**config.mk**
```make
export PLATFORM = sky130hd
export DESIGN_NAME = semiring_dot_pipe_flat
export DESIGN_NICKNAME = d
export VERILOG_FILES = /design/src/rtl/semiring_pkg.sv /design/src/rtl/semiring_dot_pipe_if.sv /design/src/rtl/semiring_reduce_tree.sv /design/src/rtl/semiring_dot_pipe.sv /design/src/flat_wrapper.sv
export SDC_FILE = /design/constraint.sdc
export NUM_CORES = 1
export LEC_CHECK = 0
export ABC_AREA = 1
export CORE_MARGIN = 2
export CORE_UTILIZATION = 30
export CTS_CLUSTER_SIZE = 14
export DETAILED_ROUTE_END_ITERATION = 16
export HOLD_SLACK_MARGIN = 0.03
export SLEW_MARGIN = 20
export SYNTH_ARGS = -nofsm -noshare
export SYNTH_HDL_FRONTEND = slang
export SYNTH_SLANG_ARGS = --single-unit
```
**constraint.sdc**
```tcl
create_clock -name clk -period 4.6 [get_ports clk]
set_clock_uncertainty 0.1 [all_clocks]
set_input_delay 0.69 -clock clk [delete_from_list [all_inputs] [get_ports clk]]
set_output_delay 0.69 -clock clk [all_outputs]
set_load 0.005 [all_outputs]
```
**src/rtl/semiring_pkg.sv**
```systemverilog
// Semiring op enum, mode decode and min/max identities.
// SEMIRING_PLUS_EN enables the saturating-add (tropical) modes.
package semiring_pkg;

    typedef enum logic [1:0] {
        OP_MIN_MAX  = 2'd0,
        OP_MAX_MIN  = 2'd1,
        OP_MIN_PLUS = 2'd2,
        OP_MAX_PLUS = 2'd3
    } op_e;

    typedef enum logic [1:0] {
        PAIR_MIN = 2'd0,
        PAIR_MAX = 2'd1,
        PAIR_ADD = 2'd2
    } pair_e;

    typedef enum logic {
        RED_MIN = 1'b0,
        RED_MAX = 1'b1
    } red_e;

    typedef struct packed {
        pair_e pair;
        red_e  red;
        logic  err;
    } mode_t;

    localparam int IDW = 32;
    localparam logic [IDW-1:0] MIN_ID = '1;
    localparam logic [IDW-1:0] MAX_ID = '0;

    function automatic mode_t decode(op_e op);
        mode_t m;
        m = '{PAIR_MIN, RED_MAX, 1'b0};
        case (op)
            OP_MAX_MIN:  m = '{PAIR_MAX, RED_MIN, 1'b0};
`ifdef SEMIRING_PLUS_EN
            OP_MIN_PLUS: m = '{PAIR_ADD, RED_MIN, 1'b0};
            OP_MAX_PLUS: m = '{PAIR_ADD, RED_MAX, 1'b0};
`else
            // plus modes fall back to MIN_MAX and flag it
            OP_MIN_PLUS,
            OP_MAX_PLUS: m.err = 1'b1;
`endif
            default: ;
        endcase
        return m;
    endfunction

endpackage

```
**src/rtl/semiring_dot_pipe_if.sv**
```systemverilog
// Beat-in / result-out handshake bundle for semiring_dot_pipe.
// master drives beats, slave is the pipeline.
interface semiring_dot_pipe_if #(
    parameter int W  = 16,
    parameter int N  = 4,
    parameter int CW = 8
);
    logic           in_valid;
    logic           in_ready;
    logic           in_first;
    logic           in_last;
    logic [1:0]     in_op;
    logic [N*W-1:0] in_a;
    logic [N*W-1:0] in_b;
    logic [W-1:0]   in_c;
    logic           out_valid;
    logic           out_ready;
    logic [W-1:0]   out_data;
    logic [CW-1:0]  out_cnt;
    logic           out_err;

    modport master (
        output in_valid, in_first, in_last, in_op,
        output in_a, in_b, in_c, out_ready,
        input  in_ready, out_valid, out_data, out_cnt, out_err
    );

    modport slave (
        input  in_valid, in_first, in_last, in_op,
        input  in_a, in_b, in_c, out_ready,
        output in_ready, out_valid, out_data, out_cnt, out_err
    );
endinterface

```
**src/rtl/semiring_reduce_tree.sv**
```systemverilog
// Combinational log2(N)-level min/max reduction tree.
module semiring_reduce_tree
    import semiring_pkg::*;
#(
    parameter int W = 16,
    parameter int N = 4
) (
    input  logic [N*W-1:0] x,
    input  red_e           red,
    output logic [W-1:0]   y
);
    localparam int L = $clog2(N);

    function automatic logic [W-1:0] pick(
        input logic [W-1:0] p,
        input logic [W-1:0] q,
        input red_e         r
    );
        if (r == RED_MAX) return (p > q) ? p : q;
        return (p < q) ? p : q;
    endfunction

    for (genvar l = 0; l <= L; l++) begin : g_lvl
        logic [W-1:0] v [N>>l];
        for (genvar i = 0; i < (N >> l); i++) begin : g_node
            if (l == 0) begin : g_leaf
                assign v[i] = x[i*W +: W];
            end else begin : g_op
                assign v[i] = pick(g_lvl[l-1].v[2*i],
                                   g_lvl[l-1].v[2*i+1], red);
            end
        end
    end

    assign y = g_lvl[L].v[0];
endmodule

```
**src/rtl/semiring_dot_pipe.sv**
```systemverilog
// Two-stage semiring dot product: pair ops, then tree + accumulate.
// SEMIRING_PLUS_EN enables MIN_PLUS/MAX_PLUS with saturating adds.
module semiring_dot_pipe
    import semiring_pkg::*;
#(
    parameter int W  = 16,
    parameter int N  = 4,
    parameter int CW = 8
) (
    input logic               clk,
    input logic               rst_n,
    semiring_dot_pipe_if.slave bus
);
    logic           en;
    logic           take;
    logic           first;
    logic           open;
    op_e            cur_op;
    op_e            op_eff;
    mode_t          mode;
    logic [N*W-1:0] pair_d;

    logic           s1_v;
    logic           s1_first;
    logic           s1_last;
    logic           s1_err;
    red_e           s1_red;
    logic [W-1:0]   s1_c;
    logic [N*W-1:0] s1_pair;

    logic [W-1:0]   tree;
    logic [W-1:0]   base;
    logic [W-1:0]   acc;
    logic [W-1:0]   acc_nxt;
    logic [CW-1:0]  cnt;
    logic [CW-1:0]  cnt_nxt;

    function automatic logic [W-1:0] pair_fn(
        input logic [W-1:0] a,
        input logic [W-1:0] b,
        input pair_e        p
    );
`ifdef SEMIRING_PLUS_EN
        logic [W:0] s;
        s = {1'b0, a} + {1'b0, b};
        if (p == PAIR_ADD) return s[W] ? MIN_ID[W-1:0] : s[W-1:0];
`endif
        if (p == PAIR_MAX) return (a > b) ? a : b;
        return (a < b) ? a : b;
    endfunction

    // one stall signal freezes both stages
    assign en = !bus.out_valid || bus.out_ready;
    assign bus.in_ready = en;
    assign take = bus.in_valid && en;
    assign first = bus.in_first || !open;
    assign op_eff = first ? op_e'(bus.in_op) : cur_op;
    assign mode = decode(op_eff);

    always_comb begin
        pair_d = '0;
        for (int i = 0; i < N; i++) begin
            pair_d[i*W +: W] = pair_fn(bus.in_a[i*W +: W],
                                       bus.in_b[i*W +: W],
                                       mode.pair);
        end
    end

    always_ff @(posedge clk or negedge rst_n) begin
        if (!rst_n) begin
            s1_v     <= 1'b0;
            s1_first <= 1'b0;
            s1_last  <= 1'b0;
            s1_err   <= 1'b0;
            s1_red   <= RED_MIN;
            s1_c     <= '0;
            s1_pair  <= '0;
            open     <= 1'b0;
            cur_op   <= OP_MIN_MAX;
        end else if (en) begin
            s1_v <= take;
            if (take) begin
                s1_first <= first;
                s1_last  <= bus.in_last;
                s1_err   <= mode.err;
                s1_red   <= mode.red;
                s1_c     <= bus.in_c;
                s1_pair  <= pair_d;
                open     <= !bus.in_last;
                cur_op   <= op_eff;
            end
        end
    end

    semiring_reduce_tree #(
        .W(W),
        .N(N)
    ) u_tree (
        .x  (s1_pair),
        .red(s1_red),
        .y  (tree)
    );

    always_comb begin
        base = s1_first ? s1_c : acc;
        if (s1_red == RED_MAX) acc_nxt = (base > tree) ? base : tree;
        else acc_nxt = (base < tree) ? base : tree;
        if (s1_first) cnt_nxt = CW'(1);
        else cnt_nxt = (&cnt) ? cnt : cnt + 1'b1;
    end

    always_ff @(posedge clk or negedge rst_n) begin
        if (!rst_n) begin
            acc           <= MAX_ID[W-1:0];
            cnt           <= '0;
            bus.out_valid <= 1'b0;
            bus.out_data  <= '0;
            bus.out_cnt   <= '0;
            bus.out_err   <= 1'b0;
        end else if (en) begin
            bus.out_valid <= s1_v && s1_last;
            if (s1_v) begin
                acc <= acc_nxt;
                cnt <= cnt_nxt;
                if (s1_last) begin
                    bus.out_data <= acc_nxt;
                    bus.out_cnt  <= cnt_nxt;
                    bus.out_err  <= s1_err;
                end
            end
        end
    end
endmodule

```
**src/flat_wrapper.sv**
```systemverilog
// flat-port wrapper written by rule: the top's interface ports become plain ports
module semiring_dot_pipe_flat import semiring_pkg::*;
#(
    parameter int W  = 16,
    parameter int N  = 4,
    parameter int CW = 8
)
  (clk, rst_n, bus_in_valid, bus_in_first, bus_in_last, bus_in_op, bus_in_a, bus_in_b, bus_in_c, bus_out_ready, bus_in_ready, bus_out_valid, bus_out_data, bus_out_cnt, bus_out_err);
  semiring_dot_pipe_if #(.W(W), .N(N), .CW(CW)) bus_i ();
  input logic clk;
  input logic rst_n;
  input wire logic [$bits(bus_i.in_valid)-1:0] bus_in_valid;
  input wire logic [$bits(bus_i.in_first)-1:0] bus_in_first;
  input wire logic [$bits(bus_i.in_last)-1:0] bus_in_last;
  input wire logic [$bits(bus_i.in_op)-1:0] bus_in_op;
  input wire logic [$bits(bus_i.in_a)-1:0] bus_in_a;
  input wire logic [$bits(bus_i.in_b)-1:0] bus_in_b;
  input wire logic [$bits(bus_i.in_c)-1:0] bus_in_c;
  input wire logic [$bits(bus_i.out_ready)-1:0] bus_out_ready;
  output wire logic [$bits(bus_i.in_ready)-1:0] bus_in_ready;
  output wire logic [$bits(bus_i.out_valid)-1:0] bus_out_valid;
  output wire logic [$bits(bus_i.out_data)-1:0] bus_out_data;
  output wire logic [$bits(bus_i.out_cnt)-1:0] bus_out_cnt;
  output wire logic [$bits(bus_i.out_err)-1:0] bus_out_err;
  assign bus_i.in_valid = bus_in_valid;
  assign bus_i.in_first = bus_in_first;
  assign bus_i.in_last = bus_in_last;
  assign bus_i.in_op = bus_in_op;
  assign bus_i.in_a = bus_in_a;
  assign bus_i.in_b = bus_in_b;
  assign bus_i.in_c = bus_in_c;
  assign bus_i.out_ready = bus_out_ready;
  assign bus_in_ready = bus_i.in_ready;
  assign bus_out_valid = bus_i.out_valid;
  assign bus_out_data = bus_i.out_data;
  assign bus_out_cnt = bus_i.out_cnt;
  assign bus_out_err = bus_i.out_err;
  semiring_dot_pipe #(.W(W), .N(N), .CW(CW)) u_core (.clk(clk), .rst_n(rst_n), .bus(bus_i));
endmodule
```
After elaboration in Yosys (flattened, before gate mapping)
Cells that the tools add are included.

storage, ports and cells
  bits in registers = 138
  output and inout port bits = 27
  word-level logic and storage cells = 87
  input bits = 152

operators by class
  add/subtract/negate cells = 1
  eq/ne operators = 4
  muxes and demuxes = 39
  reduce and logical (&&, ||, !) cells = 12
  magnitude comparators = 16

operators by type and width
  kind                                                             count
  16-bit two-way mux                                               32
  16-bit > comparator                                              8
  16-bit < comparator                                              8
  8-bit two-way mux                                                2
  8-bit by 1-bit adder with 8-bit output, second input constant    1
  8-bit AND reduction                                              1
  2-bit == test, second input constant                             2
  2-bit two-way mux                                                2
  2-bit AND reduction                                              2
  1-bit zero test                                                  3
  1-bit two-way mux                                                3
  3-bit AND reduction                                              1
  2-bit by 1-bit == test with 1-bit output, second input constant  1
  1-bit logical AND                                                2
  1-bit logical OR                                                 2
  2-bit OR reduction                                               1
  1-bit == test, second input constant                             1

Longest topological paths before layout
Gate-level depths: netlist of run 1.

  word-level depth = 11
  mapped depth = 45

By module
Synthesis of run 1 repeated with hierarchy kept, for this count alone.

unflattened totals
  cells, all modules = 2138
  area, all modules = 13690.6 um^2

modules (own cells, without submodules)
  module                cells each  area an instance (um^2)  sequential area each (um^2)  instances
  semiring_dot_pipe     1543        10373.7                  3428.3                       1
  semiring_reduce_tree  595         3316.9                   0.0                          1

Worst setup path before layout of run 1
OpenSTA, ideal clock, no wires.

  kind = reg-to-reg
  from = reg u_core.s1_pair[31]
  to = reg u_core.acc[10]
  required time = 4.384 ns
  stages on the path, launching flop included = 37
  clock period less this slack = 4.919 ns
  buffers on the path = 3
  path slack = -0.319 ns
  arrival time = 4.702 ns
  cell sequence = dfrtp_1 inv_1 ha_1 nand2_1 nor3_2 nand2_2 nand2_4 nand2_4 buf_6 nand2_1 nand3_2 and2_1 ha_1 a21oi_1 o21a_1 nand2_1 a21oi_4 nor2_8 inv_6 buf_12 nand3_2 nand3_2 nand2_1 ha_1 nand2_1 inv_1 nand3_1 nand3b_1 o41ai_1 nand2_1 nand2_2 inv_1 buf_2 nand2_1 nand2_2 nand2_1 nand2_1

on the way
  longest elaborated chain between the ends = 11

RTL lines
  element                                                            RTL line                                            RTL
  from (decl)                                                        semiring_dot_pipe.sv:29                             logic [N*W-1:0] s1_pair;
  from (signal assigned)                                             semiring_dot_pipe.sv:88                             s1_pair <= pair_d;
  16-bit > comparator                                                semiring_reduce_tree.sv:19                          if (r == RED_MAX) return (p > q) ? p : q;
  16-bit two-way mux (2 in a row)                                    semiring_reduce_tree.sv:19
  16-bit two-way mux *                                               semiring_reduce_tree.sv:20                          return (p < q) ? p : q;
  16-bit > comparator                                                semiring_reduce_tree.sv:19
  16-bit two-way mux (2 in a row)                                    semiring_reduce_tree.sv:19
  16-bit two-way mux *                                               semiring_reduce_tree.sv:20
  16-bit < comparator / 16-bit > comparator (equally long branches)  semiring_dot_pipe.sv:107, semiring_dot_pipe.sv:106
  16-bit two-way mux (on tied branches)                              semiring_dot_pipe.sv:107, semiring_dot_pipe.sv:106
  16-bit two-way mux *                                               semiring_dot_pipe.sv:106                            if (s1_red == RED_MAX) acc_nxt = (base > tree) ? base : tree;
  to (signal assigned)                                               semiring_dot_pipe.sv:114                            acc <= MAX_ID[W-1:0];
  to (signal assigned)                                               semiring_dot_pipe.sv:123                            acc <= acc_nxt;
  to (decl)                                                          semiring_dot_pipe.sv:33                             logic [W-1:0] acc;

Mark *: on every way between the ends. The rest lies on a longest branch, timed or not. The select of a mux whose other input is x is not followed.
A chain may end at the register's enable or synchronous reset.

Worst setup path in the final report of run 1
  from = reg u_core.s1_pair[27]
  to = reg u_core.bus.out_data[12]

on the way
  longest elaborated chain between the ends = 11

RTL lines
  element                                                            RTL line                                            RTL
  16-bit > comparator                                                semiring_reduce_tree.sv:19
  16-bit two-way mux (2 in a row)                                    semiring_reduce_tree.sv:19
  16-bit two-way mux *                                               semiring_reduce_tree.sv:20
  16-bit > comparator                                                semiring_reduce_tree.sv:19
  16-bit two-way mux (2 in a row)                                    semiring_reduce_tree.sv:19
  16-bit two-way mux *                                               semiring_reduce_tree.sv:20
  16-bit < comparator / 16-bit > comparator (equally long branches)  semiring_dot_pipe.sv:107, semiring_dot_pipe.sv:106
  16-bit two-way mux (on tied branches)                              semiring_dot_pipe.sv:107, semiring_dot_pipe.sv:106
  16-bit two-way mux *                                               semiring_dot_pipe.sv:106
  to (signal assigned)                                               semiring_dot_pipe.sv:126                            bus.out_data <= acc_nxt;
  to (decl)                                                          semiring_dot_pipe_if.sv:31                          output in_ready, out_valid, out_data, out_cnt, out_err

Marks and branches as above.

==> results_dict.tcl, run 1 <==
set metrics [dict create \
    clock_latency_ps 450 \
    die-area_um2 44200 \
    fin_cells 2820 \
    synthAdderAreaFrac 0.126 \
    clkTransAtPathRegs_ps 70 \
    hold_slack_ps 187 \
    grt_overflow_total 0 \
    violations "setup timing" \
    routed.top_layer "met4" \
    die_w_um 210 \
    totalWireLength_um 44100 \
    cp_common_cell "nand3_2" \
    core_area_um2 41900 \
    yosys_register_bits 137 \
    yosysWarnings 0 \
    antenna_found_initial 1 \
    first_pass_iters 5 \
    dp_worst_setup_slack_ps -730 \
    netlist_top_cells_count "582 x nand2_1, 321 x nand3_1, 148 x inv_1, 137 x dfrtp_1, 129 x ha_1" \
    leakagePower_nw 9.03 \
    fin_tns_setup_ps -21960 \
    fin_ws_ps -715 \
    r2r_slack_ps -720 \
    synth_top_family_by_area "simple AND/OR/NAND/NOR gates" \
    place_congestion 0.972 \
    cap_violations 0 \
    synth_seq_area_share 0.268 \
    peakVddDrop_v 0.000460 \
    drive_above_1_share 0.218 \
    seqCellArea_um2 3430 \
    r2r_cells 33 \
    synth_compound_area_frac 0.133 \
    io_pins 179 \
    p_per_area_nw_per_um2 688 \
    r2r-start "u_core.s1_pair[27]" \
    area_delta_synth_final_pct 43.3 \
    dpl.hpwl_um 33800 \
    synth.most_common_cell "nand2_1" \
    required_ps 4880 \
    synthSimpleGateAreaFrac 0.385 \
    synthCells 1892 \
    synth.area.top_cells "dfrtp_1 27%, nand2_1 17%, ha_1 13%" \
    min_period_over_period 1.16 \
    timing.fmax_mhz 188 \
    grt_pass1_vias 13800 \
    cpLargestDelayFamily "simple AND/OR/NAND/NOR gates" \
    n_antenna_cell 0 \
    track_usage 0.202 \
    vias 14200 \
    drt_iter0_markers 996 \
    wl_met3_um 1680 \
    syn_area_per_cell_um2 6.75 \
    clockBufferDepth 2 \
    max_slew_margin 0.329 \
    setup_viol 32 \
    rsz0062_at_grt "yes" \
    path_buf_inv 7 \
    start_util 0.304 \
    grt_max_degree 93 \
    criticalPathCategory "reg -> reg" \
    power_mw 12.6 \
    grt_pass1_wl_um 71600 \
    status "finished, violations left" \
    wl_met1_um 20200 \
    r2r_end "u_core.bus.out_data[12]" \
    ys_types 49 \
    min-delay-path-class "in -> async" \
    endpoint_kind "flip-flop" \
    async_reset_ff_frac 1.00 \
    synth.net_count 2173 \
    critical_path.max_stage_delay_ps 370 \
    hold_violations 0 \
    die_h_um 210 \
    io_buffer_count 178 \
    critical_path_peak_fanout 7 \
    fillers 4242 \
    via_per_inst 5.03 \
    multiInputGateArea_um2 8930 \
    yosys.area.top_type "dfrtp_1" \
    final_nets 2550 \
    h-tree-depth 4 \
    synth_enable_flop_cells 0 \
    cts_buffers 17 \
    synth_xor_area_frac 0.000686 \
    synthMuxAreaShare 0.000784 \
    cp_slowest_cell "dfrtp_1" \
    layout_min_cycle_time_ps 5320 \
    arrival_ps 5600 \
    crit_path_start_kind "flip-flop" \
    clockRootBuffer "clkbuf_16" \
    syn_area_um2 12800 \
    cts.sinks 137 \
    cts_tree "done" \
    ant_nets 0 \
    synth.top_cell.area_share 0.268 \
    place_inst 2748 \
    synth_ff_type "dfrtp_1" \
    num_rows 75 \
    wl_per_cell_um 15.7 \
    tightest_slew_ps 1010 \
    slew_violations 0 \
    drc 0 \
    dr_wl_met2_um 21500 \
]
[state kept, by name, indices dropped and copies added, names as in the netlist, 8 cells and up]
signal / count
u_core.s1_pair: 64
u_core.acc: 16
u_core.bus.out_data: 16
u_core.s1_c: 16
u_core.bus.out_cnt: 8
u_core.cnt: 8
[worst max-delay path by stage]
stage | depth (start not counted) | endpoint | from
floorplan | 35 | u_core.acc[10] | u_core.s1_pair[11]
global placement | 33 | u_core.bus.out_data[12] | u_core.s1_pair[27]
detailed placement | 33 | u_core.bus.out_data[12] | u_core.s1_pair[27]
CTS | 37 | u_core.bus.out_data[0] | u_core.s1_pair[35]
global route | 38 | u_core.bus.out_data[11] | u_core.s1_pair[27]
finish | 33 | u_core.bus.out_data[12] | u_core.s1_pair[27]
[layer usage]
| metal | vias to the layer above | GRT usage |
|---|---|---|
| li1 | 7125 | - |
| met1 | 6670 | 0.266 |
| met2 | 340 | 0.349 |
| met3 | 39 | 0.0265 |
| met4 | 0 | 0.0487 |
| met5 | - | 0 |
[through the flow]
stage               area (um^2)  utilization
floorplan                 12900            -
global placement          16600        0.397
detailed placement        16600        0.397
CTS                       18000        0.429
global route              18300        0.436
finish                    18300        0.436
[report_power, final]
part           internal (mW)  switching (mW)  leakage, nW
clock network          0.860           0.551        0.289
logic                   4.37            5.01         7.05
registers               1.57           0.235         1.69
[worst register-to-register path: cells and delay by family (launching register included)]
family                   cells  cell delay, ps
AO/OA/AOI/OAI                2             390
flip-flops                   1             370
AND/OR/NAND/NOR             21            2650
buffers and inverters        7             900
adder cells (fa/ha/maj)      3             850
[placed cells by master (no fill, tap or decap), drive strengths merged, types with 2 or more instances in the layout]
cell type	count
o21a	10
clkbuf	19
o211ai	10
clkdlybuf4s50	177
a21oi	116
a22oi	13
o221a	2
nand3	363
nor3	10
buf	273
or2	3
nor2	70
bufinv	3
a211oi	11
ha	129
dfrtp	137
nand4	10
o21bai	2
clkinv	8
clkinvlp	2
inv	151
o21ai	124
a31oi	7
nand2	606
and2	16
[kinds of logic after synthesis]
family,count (synthesis)
AND/OR/NAND/NOR,1076
AO/OA/AOI/OAI,299
buffers and inverters,249
flip-flops,137
adder cells (fa/ha/maj),129
XOR/XNOR,1
multiplexers,1
[timing repair]
action	4_1_cts	5_1_grt
buffers inserted	26	7
gates cloned	9	0
pin swaps	8	14
hold buffers	0	0
endpoints found under the setup margin	32	32
gates resized for setup	79	52
[layout make-up]
class | count | area share
sequential | 137 | 0.187
clock inverter | 12 | 0.00827
timing repair inverter | 1 | 0.000479
multi-input combinational | 1510 | 0.488
timing repair buffer | 451 | 0.223
inverter | 151 | 0.0322
clock buffer | 19 | 0.0242
tap | 539 | 0.0369
(Power assumes the default switching activity.)
==> run 2, diff against run 1 <==
- SLEW_MARGIN: 20 -> unset
==> run 2 against run 1 <==
  * The flow still finishes with violations (setup timing)
  * Register-to-register slack about the same
  * Die area unchanged
  * Sequential share of layout area unchanged
  * Fmax about the same
  * Setup slack worse by 1.7 ps
  * Critical path depth unchanged
  * Routed wire length about the same
  * Combinational power about the same
  * Clock power about the same
  * Power about the same
  * Design area unchanged
  * Utilization unchanged
  * Critical path type unchanged
  * Critical endpoint unchanged
  * Largest power group unchanged
==> results_dict.tcl, run 2 (synthesized netlist as in run 1, its figures left out) <==
set metrics [dict create \
    final_core_util 0.436 \
    place_congestion 0.972 \
    core_area_um2 41900 \
    grt_pass1_wl_um 71600 \
    pwr-share-comb 0.745 \
    p_int_mw 6.80 \
    first_pass_iters 5 \
    final_nets 2550 \
    min_period_over_period 1.16 \
    h-tree-depth 4 \
    timing.fmax_mhz 188 \
    criticalPathCategory "reg -> reg" \
    io_buffer_count 178 \
    r2r_cells 33 \
    totalWireLength_um 44100 \
    required_ps 4880 \
    cts.sinks 137 \
    clock_latency_ps 450 \
    die-area_um2 44200 \
    stdcell_area_um2 18300 \
    cp_slowest_cell "dfrtp_1" \
    clockBufferDepth 2 \
    r2r-start "u_core.s1_pair[27]" \
    cap_violations 0 \
    layout_min_cycle_time_ps 5320 \
    n_antenna_cell 0 \
    min-delay-path-class "in -> async" \
    antenna_found_initial 1 \
    largest_reg_flops 64 \
    die_w_um 210 \
    violations "setup timing" \
    status "finished, violations left" \
    cp_num_cells 33 \
    max_slew_margin 0.284 \
    leakagePower_nw 9.03 \
    p_sw_mw 5.79 \
    p_per_area_nw_per_um2 688 \
    cts_buffers 17 \
    clockRootBuffer "clkbuf_16" \
    power_mw 12.6 \
    drc 0 \
    grt_overflow_total 0 \
    via_per_inst 5.03 \
    final_common_cell "nand2_1" \
    clkTransAtPathRegs_ps 70 \
    final_cell_mix "552 x nand2_1, 289 x nand3_1, 246 x buf_4" \
    wl_per_cell_um 15.7 \
    io_pins 179 \
    cp_common_cell "nand3_2" \
    crit_start "u_core.s1_pair[27]" \
    critical_path.max_stage_delay_ps 370 \
    grt_pass1_vias 13800 \
    track_usage 0.202 \
    die_h_um 210 \
    seq_power_share 0.143 \
    top_register "u_core.s1_pair" \
    cts_hold_buf 0 \
    arrival_ps 5600 \
    endpoint_kind "flip-flop" \
    num_rows 75 \
    crit_path_start_kind "flip-flop" \
    cpLargestDelayFamily "simple AND/OR/NAND/NOR gates" \
    crit_end "u_core.bus.out_data[12]" \
    hold_slack_ps 187 \
    slew_violations 0 \
    ant_nets 0 \
    tightest_slew_ps 1070 \
    placed_area_um2 16600 \
    clockPowerShare 0.112 \
    grt_max_degree 93 \
    vias 14200 \
    fin_ws_ps -717 \
    start_util 0.304 \
    switching_share 0.460 \
    setup_viol 32 \
    peakVddDrop_v 0.000460 \
    fillers 4242 \
    multiInputGateArea_um2 8930 \
    r2r_slack_ps -720 \
    hold_violations 0 \
    drive_above_1_share 0.218 \
    path_buf_inv 7 \
    critical_path_peak_fanout 7 \
    r2r_end "u_core.bus.out_data[12]" \
    area_delta_synth_final_pct 43.3 \
    drt_iter0_markers 996 \
    seqCellArea_um2 3430 \
    dpl.hpwl_um 33800 \
    rsz0062_at_grt "yes" \
    cts_tree "done" \
]
==> run 2: changes by cell type in the layout (fill, tap and decap cells not counted) <==
cell	before	now
clkinv_1	1	0
inv_1	141	142
==> run 2: stage by stage <==
step / setup TNS [ps] / instances / setup WS (ps)
floorplan: -4170 / 1892 / -180
global placement: -23470 / 2748 / -757
detailed placement: -22690 / 2748 / -730
CTS: -18150 / 2814 / -603
global route: -30690 / 2820 / -990
finish: -21940 / 2820 / -717
==> run 2: repair_timing <==
item                       4_1_cts  5_1_grt
pin swaps                        8       14
setup endpoints to repair       32       32
buffers inserted                26        7
gates cloned                     9        0
resized for setup               79       52
==> run 2: final cells by class <==
class	count	share of cell area
sequential	137	0.187
tap	539	0.0369
clock inverter	12	0.00827
timing repair inverter	1	0.000479
inverter	151	0.0322
clock buffer	19	0.0242
multi-input combinational	1510	0.488
timing repair buffer	451	0.223
==> run 2: worst min path at each step <==
stage | startpoint | end | slack, ps | cells past startpoint
6_report | rst_n | u_core.s1_pair[17] | 190 | 1
5_1_grt | rst_n | u_core.s1_pair[17] | 240 | 1
4_1_cts | rst_n | u_core.s1_pair[18] | 220 | 1
3_5_place_dp | u_core.acc[0] | u_core.acc[0] | 370 | 2
3_3_place_gp | u_core.acc[14] | u_core.acc[14] | 360 | 2
2_1_floorplan | rst_n | u_core.acc[0] | 290 | 0
==> run 2: power groups by stage <==
stage	clock (mW)	combinational, mW	sequential [mW]
final	1.41	9.38	1.80
after global routing	1.49	10.3	1.84
after CTS	1.44	9.04	1.79
after detailed placement	0	7.89	1.80
after global placement	0	7.80	1.79
after floorplan	0	4.80	1.79
==> run 2: routing by layer <==
layer  GRT usage  share of wire  vias up
met4      0.0487          0.016        0
met5           0              0        -
met2       0.349           0.49      344
met1       0.266           0.46     6677
met3      0.0265          0.039       39
li1            -              -     7126
==> run 2: worst reg2reg max path, delay by kind of cell, from the launching register on <==
family | cells | cell delay [ps]
AO/OA/AOI/OAI | 2 | 390
buffers and inverters | 7 | 900
adder cells (fa/ha/maj) | 3 | 850
AND/OR/NAND/NOR | 21 | 2650
flip-flops | 1 | 370
==> run 3, diff against run 2 <==
- SKIP_CTS_REPAIR_TIMING: unset -> 1
==> run 3 against run 2 <==
  * Non-clock buffer count rose by 17
  * Routed wire length rose by 0.77%
  * Highest routed layer unchanged
  * Critical path type unchanged
  * Global-route usage is 0.52 points lower
  * Flip-flop and latch count unchanged
  * The flow still finishes with violations (setup timing)
==> results_dict.tcl, run 3 (synthesized netlist as in run 1, its figures left out) <==
set metrics [dict create \
    setup_viol 32 \
    n_antenna_cell 0 \
    cp_slowest_cell "dfrtp_1" \
    violations "setup timing" \
    final_common_cell "nand2_1" \
    core_area_um2 41900 \
    status "finished, violations left" \
    cpLargestDelayFamily "simple AND/OR/NAND/NOR gates" \
    dpl.hpwl_um 33800 \
    rsz0062_at_grt "yes" \
    num_rows 75 \
    slew_violations 0 \
    first_pass_iters 6 \
    critical_path_peak_fanout 8 \
    top_register "u_core.s1_pair" \
    cts.sinks 137 \
    die_w_um 210 \
    clkTransAtPathRegs_ps 60 \
    track_usage 0.197 \
    pwr-share-comb 0.753 \
    cts_tree "done" \
    io_pins 179 \
    clockBufferDepth 2 \
    drive_above_1_share 0.241 \
    layout_min_cycle_time_ps 5310 \
    area_delta_synth_final_pct 45.6 \
    timing.fmax_mhz 188 \
    place_congestion 0.972 \
    min_period_over_period 1.16 \
    io_buffer_count 178 \
    via_per_inst 5.02 \
    cap_violations 0 \
    switching_share 0.458 \
    fin_tns_setup_ps -20940 \
    min-delay-path-class "in -> async" \
    largest_reg_flops 64 \
    final_cell_mix "547 x nand2_1, 285 x nand3_1, 265 x buf_4" \
    p_int_mw 7.06 \
    die_h_um 210 \
    max_slew_margin 0.283 \
    clock_latency_ps 450 \
    criticalPathCategory "reg -> reg" \
    antenna_found_initial 1 \
    leakagePower_nw 9.08 \
    drt_iter0_markers 1013 \
    clockPowerShare 0.108 \
    grt_overflow_total 0 \
    grt_max_degree 93 \
    hold_slack_ps 187 \
    peakVddDrop_v 0.000427 \
    fin_ws_ps -715 \
    power_mw 13.0 \
    hold_violations 0 \
    final_core_util 0.443 \
    p_per_area_nw_per_um2 700 \
    crit_path_start_kind "flip-flop" \
    critical_path.max_stage_delay_ps 350 \
    final_nets 2568 \
    totalWireLength_um 44500 \
    required_ps 4830 \
    start_util 0.304 \
    cp_common_cell "nand2_1" \
    ant_nets 0 \
    fillers 4215 \
    dp_worst_setup_slack_ps -730 \
    wl_per_cell_um 15.7 \
    grt_pass1_vias 13400 \
    grt_pass1_wl_um 69800 \
    vias 14200 \
    clockRootBuffer "clkbuf_16" \
    endpoint_kind "flip-flop" \
    p_sw_mw 5.97 \
    drc 0 \
    path_buf_inv 8 \
    arrival_ps 5550 \
    h-tree-depth 4 \
    cts_buffers 17 \
    tightest_slew_ps 1070 \
    seq_power_share 0.138 \
    die-area_um2 44200 \
]
[run 3: cell count changes in the layout (fill, tap and decap cells not counted), moves of 9 or more]
cell   change
ha_4      +10
ha_1      -10
buf_4     +19
inv_2      +9
inv_1      -9
[run 3: worst paths after layout]
kind | depth (start not counted) | endpoint | startpoint | slack, ps
hold reg to reg | 2 | u_core.acc[5] | u_core.acc[5] | 380
max in group asynchronous | 2 | u_core.s1_red | rst_n | 3370
min in group clk | 2 | u_core.acc[5] | u_core.acc[5] | 380
setup reg to reg | 36 | u_core.acc[2] | u_core.s1_pair[27] | -710
setup / recovery | 36 | u_core.acc[2] | u_core.s1_pair[27] | -710
hold / removal | 1 | u_core.s1_pair[17] | rst_n | 190
[run 3: per-stage QoR]
stage / cells / cell area (um^2)
after floorplan: 1892 / 12900
after global placement: 2748 / 16600
after detailed placement: 2748 / 16600
after CTS: 2779 / 17200
after global routing: 2838 / 18600
final: 2838 / 18600
[run 3: power by group through the flow]
stage / sequential (mW) / combinational, mW / clock [mW]
2_1_floorplan: 1.79 / 4.80 / 0
3_3_place_gp: 1.79 / 7.80 / 0
3_5_place_dp: 1.80 / 7.89 / 0
4_1_cts: 1.79 / 7.92 / 1.44
5_1_grt: 1.85 / 10.8 / 1.49
6_report: 1.80 / 9.81 / 1.41
[run 3: worst reg2reg max path: cells and delay by family (launching register included)]
kind            cells  cell delay [ps]
compound gates      4              550
buf+inv             8             1060
simple gates       21             2270
fa+ha+maj           3              870
flops               1              350
[run 3: layout make-up]
type,instances,area [um^2],area share
clock buffer,19,443,0.0238
clock inverter,12,151,0.00814
inverter,151,594,0.0320
multi-input combinational,1510,9120,0.490
sequential,137,3430,0.184
tap,539,674,0.0363
timing repair buffer,468,4170,0.224
timing repair inverter,2,17.5,0.000942
[run 3: per-layer routing]
layer / track usage / wire, um / up-vias
met4: 0.0428 / 799 / 0
li1: - / - / 7160
met3: 0.0253 / 1780 / 44
met1: 0.262 / 20300 / 6682
met5: 0 / 0 / -
met2: 0.339 / 21600 / 349
